`config.mk`:
```
export PLATFORM = sky130hd
export DESIGN_NAME = enemy_shot_sched
export DESIGN_NICKNAME = d
export VERILOG_FILES = /design/src/rtl/enemy_shot_sched.sv
export SDC_FILE = /design/constraint.sdc
export NUM_CORES = 1
export LEC_CHECK = 0
export BUFFER_PORTS_ARGS = -buffer_cell sky130_fd_sc_hd__buf_2
export CORE_MARGIN = 3
export CORE_UTILIZATION = 51
export CTS_BUF_LIST = sky130_fd_sc_hd__clkbuf_4
export DETAILED_ROUTE_END_ITERATION = 8
export PLACE_DENSITY = 0.79
export SYNTH_ARGS = -nofsm -noshare
export SYNTH_HDL_FRONTEND = slang
export SYNTH_SLANG_ARGS = --single-unit
```
`constraint.sdc`:
```
create_clock -name pclk -period 2.6 [get_ports pclk]
set_input_delay 0.52 -clock pclk [delete_from_list [all_inputs] [get_ports pclk]]
set_output_delay 0.52 -clock pclk [all_outputs]
set_load 0.01 [all_outputs]
```
`src/rtl/enemy_shot_sched.sv`:
```
`default_nettype none
// ============================================================================
//  Module   : enemy_shot_sched
//  Purpose  : Shares one enemy missile between N enemies. Shot requests are
//             latched per enemy, dropped if the enemy dies, and arbitrated
//             round-robin. The winner gets a one-cycle launch pulse with its
//             muzzle position; no further launch happens until the missile
//             retires and a cooldown of COOLDOWN cycles has elapsed.
//  Ports    : pclk, rst            clock / synchronous active-high reset
//             shot_req[N]          per-enemy shot request (level or pulse)
//             alive[N]             per-enemy alive flag
//             xpos_enemy/ypos_enemy packed 11-bit positions, enemy i at [11*i+:11]
//             missile_done         missile retired (left screen / hit player)
//             launch               one-cycle missile start pulse
//             grant[N]             one-hot owner of the in-flight missile
//             xpos_launch/ypos_launch registered muzzle position of last launch
//             busy                 high while LAUNCH / FLIGHT / COOL
//  Revision : 1.0  initial release
// ============================================================================
module enemy_shot_sched #(
   parameter int N        = 4,
   parameter int COOLDOWN = 20000000,
   parameter int CW       = 25,
   parameter int XOFF     = 16,
   parameter int YOFF     = 32
) (
   input  logic            pclk,
   input  logic            rst,
   input  logic [N-1:0]    shot_req,
   input  logic [N-1:0]    alive,
   input  logic [11*N-1:0] xpos_enemy,
   input  logic [11*N-1:0] ypos_enemy,
   input  logic            missile_done,
   output logic            launch,
   output logic [N-1:0]    grant,
   output logic [10:0]     xpos_launch,
   output logic [10:0]     ypos_launch,
   output logic            busy
);

   localparam int            PW          = (N > 1) ? $clog2(N) : 1;
   localparam logic [CW-1:0] c_cool_load = CW'(COOLDOWN - 1);
   localparam logic [10:0]   c_xoff      = 11'(XOFF);
   localparam logic [10:0]   c_yoff      = 11'(YOFF);
   localparam logic [PW-1:0] c_ptr_rst   = PW'(N - 1);

   typedef enum logic [1:0] {
      S_IDLE   = 2'd0,
      S_LAUNCH = 2'd1,
      S_FLIGHT = 2'd2,
      S_COOL   = 2'd3
   } state_t;

   state_t        r_state;
   state_t        w_state_nxt;
   logic [N-1:0]  r_pending;
   logic [N-1:0]  w_pend_nxt;
   logic [PW-1:0] r_ptr;
   logic [CW-1:0] r_cnt;

   logic          w_found;
   logic [PW-1:0] w_win;
   logic [N-1:0]  w_oh;
   logic [10:0]   w_x;
   logic [10:0]   w_y;

   // Round-robin scan: candidate at distance k from the last winner is
   // enemy (ptr+k) mod N; the nearest pending one wins. Only the registered
   // pending vector is scanned, so a request needs one edge to be latched.
   always_comb begin
      w_found = 1'b0;
      w_win   = '0;
      w_oh    = '0;
      w_x     = '0;
      w_y     = '0;
      for (int k = 1; k <= N; k++) begin
         for (int i = 0; i < N; i++) begin
            if (!w_found && r_pending[i] &&
                ((int'(r_ptr) + k == i) || (int'(r_ptr) + k == i + N))) begin
               w_found = 1'b1;
               w_win   = PW'(i);
               w_oh[i] = 1'b1;
               w_x     = xpos_enemy[11*i +: 11];
               w_y     = ypos_enemy[11*i +: 11];
            end
         end
      end
   end

   // Requests accumulate in every state but die with their enemy. The
   // winner's bit is cleared on the granting edge, which also swallows any
   // request it raises in that same cycle.
   always_comb begin
      w_pend_nxt = (r_pending | shot_req) & alive;
      if (r_state == S_IDLE && w_found) begin
         w_pend_nxt = w_pend_nxt & ~w_oh;
      end
   end

   always_comb begin
      w_state_nxt = r_state;
      case (r_state)
         S_IDLE:   if (w_found) w_state_nxt = S_LAUNCH;
         S_LAUNCH: w_state_nxt = S_FLIGHT;
         S_FLIGHT: if (missile_done) w_state_nxt = S_COOL;
         S_COOL:   if (r_cnt == '0) w_state_nxt = S_IDLE;
         default:  w_state_nxt = S_IDLE;
      endcase
   end

   always_ff @(posedge pclk) begin
      if (rst) begin
         r_state     <= S_IDLE;
         r_pending   <= '0;
         r_ptr       <= c_ptr_rst;
         r_cnt       <= '0;
         launch      <= 1'b0;
         grant       <= '0;
         xpos_launch <= '0;
         ypos_launch <= '0;
         busy        <= 1'b0;
      end else begin
         r_state   <= w_state_nxt;
         r_pending <= w_pend_nxt;
         // Outputs follow the next state so they line up with r_state.
         launch    <= (w_state_nxt == S_LAUNCH);
         busy      <= (w_state_nxt != S_IDLE);
         case (r_state)
            S_IDLE: begin
               if (w_found) begin
                  grant       <= w_oh;
                  r_ptr       <= w_win;
                  xpos_launch <= w_x + c_xoff;
                  ypos_launch <= w_y + c_yoff;
               end
            end
            S_FLIGHT: begin
               // Grant stays with the owner even if it dies mid-flight.
               if (missile_done) begin
                  grant <= '0;
                  r_cnt <= c_cool_load;
               end
            end
            S_COOL: begin
               if (r_cnt != '0) r_cnt <= r_cnt - 1'b1;
            end
            default: ;
         endcase
      end
   end

endmodule
`default_nettype wire
```
==> reports/metrics.cfg <==
[outcome]
outcome=complete, but fails checks
violations=DRC, setup timing

[clocking]
cts_hold_repair.buffers=0
tritoncts.num_buffers=9
htree_levels=3
tritoncts=yes
clkLatencyLatePin_ns=0.41
cts-root-buf=sky130_fd_sc_hd__clkbuf_4
longest_clk_path_bufs=2
clk_transition_reported_paths_ns=0.11
clock_sinks=61

[global_route]
gr_overflow_total=0
antenna_found_initial=0
gr-usage-met3_pct=12.8
first_pass_grt_wire_length_mm=39.7
top_usage_layer_grt=met2
global_route.usage.met2_pct=67.5
grt.met1_usage_pct=52.5
grt_max_degree=21
first_global_vias=7622
total_global_routing_track_utilization_pct=43.2

[placement]
placed_cells=1074
detailedPlacementHpwl_mm=20.0
globalplace.congestion=1.11
input_output_buffers=126
pre_cts_slack_ns=-0.208

[detailed_routing]
post_drt_wl_per_cell_um=24.7
drt_iter0_markers=1244
detailedRoute.firstPassIterationCount=9
vias=7981
route.detailed.drc=6
drt-vias-per-instance=7.09
route.antenna.remaining_nets=0
wl_mm=27.7

[timing]
max_clock_freq_mhz=362
finClkSkew_ns=0.0204
grt_setup_unrepaired=yes
layout_setup_ws_ns=-0.163
timing.final.crit_share_pct=106
report.final.hold_viol_count=0
max-slew-margin-rel_pct=61.6
hold_slack_ns=0.364
min_period_ns=2.76
slew_violations=0
tightestPinTransition_ns=0.570
summed_negative_setup_slack_over_all_endpoints_ns=-2.23
setup_viol=23

[finish]
nNetsFinal=1090
final_layout_size_suffix_gt1_share_pct=44.1
num-fill-cells=659
multi_input_comb_area_sq_um=4340
layoutNonFillerInstCount=1125
regArea_sq_um=1240
antenna-diode-count=0
areaGrowthSynthToFinish_pct=48.9

[hold_path]
hold_path.class=primary input to register

[power]
fin_total_pwr_uw=4060
cellLeakagePower_uw=0.00344
power-per-cell-area_nw_per_um2=504
vdd_drop_max_v=0.000525
swShare_pct=42.7
power.share.combinational_pct=57.0
p_sw_uw=1730
share_clk_of_total_power_pct=13.8
seq_power_share_pct=29.2
intPower_uw=2330

[critical_path]
critical_path.startpoint_type=register
cp_top_family=simple AND/OR/NAND/NOR gates
critPathMaxStageDelay_ns=0.58
worst-endpoint-required_ns=2.89
worst-path-max-fanout=7
worst_ep_arrival_time_ns=3.05
crit_type=register to register
cp.buffers_inverters=0
crit_path_top_delay_cell=sky130_fd_sc_hd__or4_4
timing.critical_path.cells=or4_4 -> or4_4 -> nor4_4 -> o21ai_2 -> nor3b_4 -> nor2b_4 -> xnor2_2 -> nor2_1
critical_path.most_common_cell=sky130_fd_sc_hd__or4_4
endpoint_kind=register

[logic_synthesis]
post-synth-top-area-cell=sky130_fd_sc_hd__dfxtp_1
syn-num-nets=824
synth.top_cell.area_share_pct=22.6
synth.cell_area_sq_um=5410
ys_seq_elements=61
synth.yosys.seq_area_share_pct=22.6
yosysWarningCount=0
synth.area.top_cells=sky130_fd_sc_hd__dfxtp_1, sky130_fd_sc_hd__a21oi_1, sky130_fd_sc_hd__nor2_1
ys_async_sr_fraction_pct=0
avgSynthCellArea_sq_um=7.50
synth.most_common_cell=sky130_fd_sc_hd__nor2_1
synthCells=721
synth_top_flop_cell=sky130_fd_sc_hd__dfxtp_1
synth_enable_flop_cells=0
netlist_top_cells_count=sky130_fd_sc_hd__nor2_1, sky130_fd_sc_hd__nand2_1, sky130_fd_sc_hd__dfxtp_1
yosysUniqueCellTypes=90

[floorplan]
initial_core_util_pct=53.8
rows=36
chipWidth_um=109
io_pins=127
placeableCoreArea_sq_um=10000
fp.dieH_um=109
fp.dieArea_sq_um=11900

[job]
max_cap_viol_count=0

-- worst paths after layout --
check / start / end / slack, ns / cells past startpoint
worst min-delay path: alive[3] / r_pending[3] / 0.36 / 2
worst max-delay path: r_cnt[5] / r_cnt[22] / -0.16 / 8
worst max register to register: r_cnt[5] / r_cnt[22] / -0.16 / 8
worst min register to register: xpos_launch[5] / xpos_launch[5] / 0.47 / 2
-- power groups by stage --
stage / logic [uW] / clock network [uW] / registers, uW
4_1_cts: 1930 / 554 / 1170
3_5_place_dp: 1840 / 0 / 1190
5_1_grt: 2420 / 602 / 1190
2_1_floorplan: 1030 / 0 / 1190
3_3_place_gp: 1790 / 0 / 1190
6_report: 2310 / 561 / 1180
-- cells in the final DEF (no fill, tap or decap), types with 11 or more instances in the layout --
cell type | netlist | routed
sky130_fd_sc_hd__buf_4 | 4 | 160
sky130_fd_sc_hd__buf_2 | 20 | 127
sky130_fd_sc_hd__nor2_1 | 66 | 62
sky130_fd_sc_hd__nand2_1 | 65 | 60
sky130_fd_sc_hd__dfxtp_1 | 61 | 54
sky130_fd_sc_hd__a21oi_1 | 55 | 46
sky130_fd_sc_hd__o21ai_0 | 31 | 29
sky130_fd_sc_hd__o22ai_1 | 26 | 23
sky130_fd_sc_hd__buf_6 | 1 | 23
sky130_fd_sc_hd__nor3_1 | 21 | 20
sky130_fd_sc_hd__a22oi_1 | 22 | 19
sky130_fd_sc_hd__nand3_1 | 21 | 18
sky130_fd_sc_hd__a31oi_1 | 14 | 14
sky130_fd_sc_hd__a222oi_1 | 13 | 13
sky130_fd_sc_hd__xor2_1 | 14 | 13
sky130_fd_sc_hd__inv_1 | 12 | 12
sky130_fd_sc_hd__clkbuf_4 | 0 | 11
-- state kept, by name (all words and copies together) (netlist names) --
| name | cells |
|---|---|
| launch | 1 |
| r_ptr | 2 |
| ypos_launch | 11 |
| xpos_launch | 11 |
| r_state | 2 |
| busy | 1 |
| grant | 4 |
| r_pending | 4 |
| r_cnt | 25 |
-- per-stage QoR --
| stage | utilization (%) | cell area, sq um |
|---|---|---|
| floorplan | - | 5470 |
| global placement | 71.2 | 7150 |
| detailed placement | 71.2 | 7150 |
| CTS | 74.4 | 7470 |
| global route | 80.2 | 8050 |
| finish | 80.2 | 8050 |
-- worst reg2reg max path, stage by stage (launching register included) --
cell                      delay [ns]
sky130_fd_sc_hd__dfxtp_2        0.33
sky130_fd_sc_hd__or4_4          0.55
sky130_fd_sc_hd__or4_4          0.58
sky130_fd_sc_hd__nor4_4         0.43
sky130_fd_sc_hd__o21ai_2        0.17
sky130_fd_sc_hd__nor3b_4        0.21
sky130_fd_sc_hd__nor2b_4        0.16
sky130_fd_sc_hd__xnor2_2        0.17
sky130_fd_sc_hd__nor2_1         0.06
-- logic make-up (layout without fill, tap and decap cells) --
| kind of cell | after synthesis | after routing | synth area share, % |
|---|---|---|---|
| buffers and inverters | 70 | 341 | 5.78 |
| AND/OR/NAND/NOR | 281 | 281 | 29.2 |
| AO/OA/AOI/OAI | 276 | 276 | 36.5 |
| multiplexers | 3 | 3 | 0.810 |
| flip-flops | 61 | 61 | 22.6 |
| adder cells (fa/ha/maj) | 4 | 4 | 0.926 |
| XOR/XNOR | 26 | 26 | 4.21 |
-- what timing repair did --
| action | CTS | global route |
|---|---|---|
| pin swaps | 18 | 56 |
| endpoints found under the hold margin | 0 | 0 |
| gates resized for setup | 47 | 86 |
| setup endpoints to repair | 11 | 32 |
| setup buffers | 7 | 29 |
-- metal layers --
metal / part of all wire, % / vias up
met5: 0 / -
met4: 7.7 / 0
met3: 14 / 216
met2: 43 / 824
met1: 35 / 3590
li1: - / 3351
-- cell type report --
cell class                      instances  share of cell area [%]
Multi-Input combinational cell        590                    53.9
Timing Repair Buffer                  313                    26.7
Sequential cell                        61                    15.4
Tap cell                              133                    2.07
Clock buffer                           11                    1.03
Inverter                               12                   0.559
Clock inverter                          5                   0.342
(Power assumes the default switching activity.)
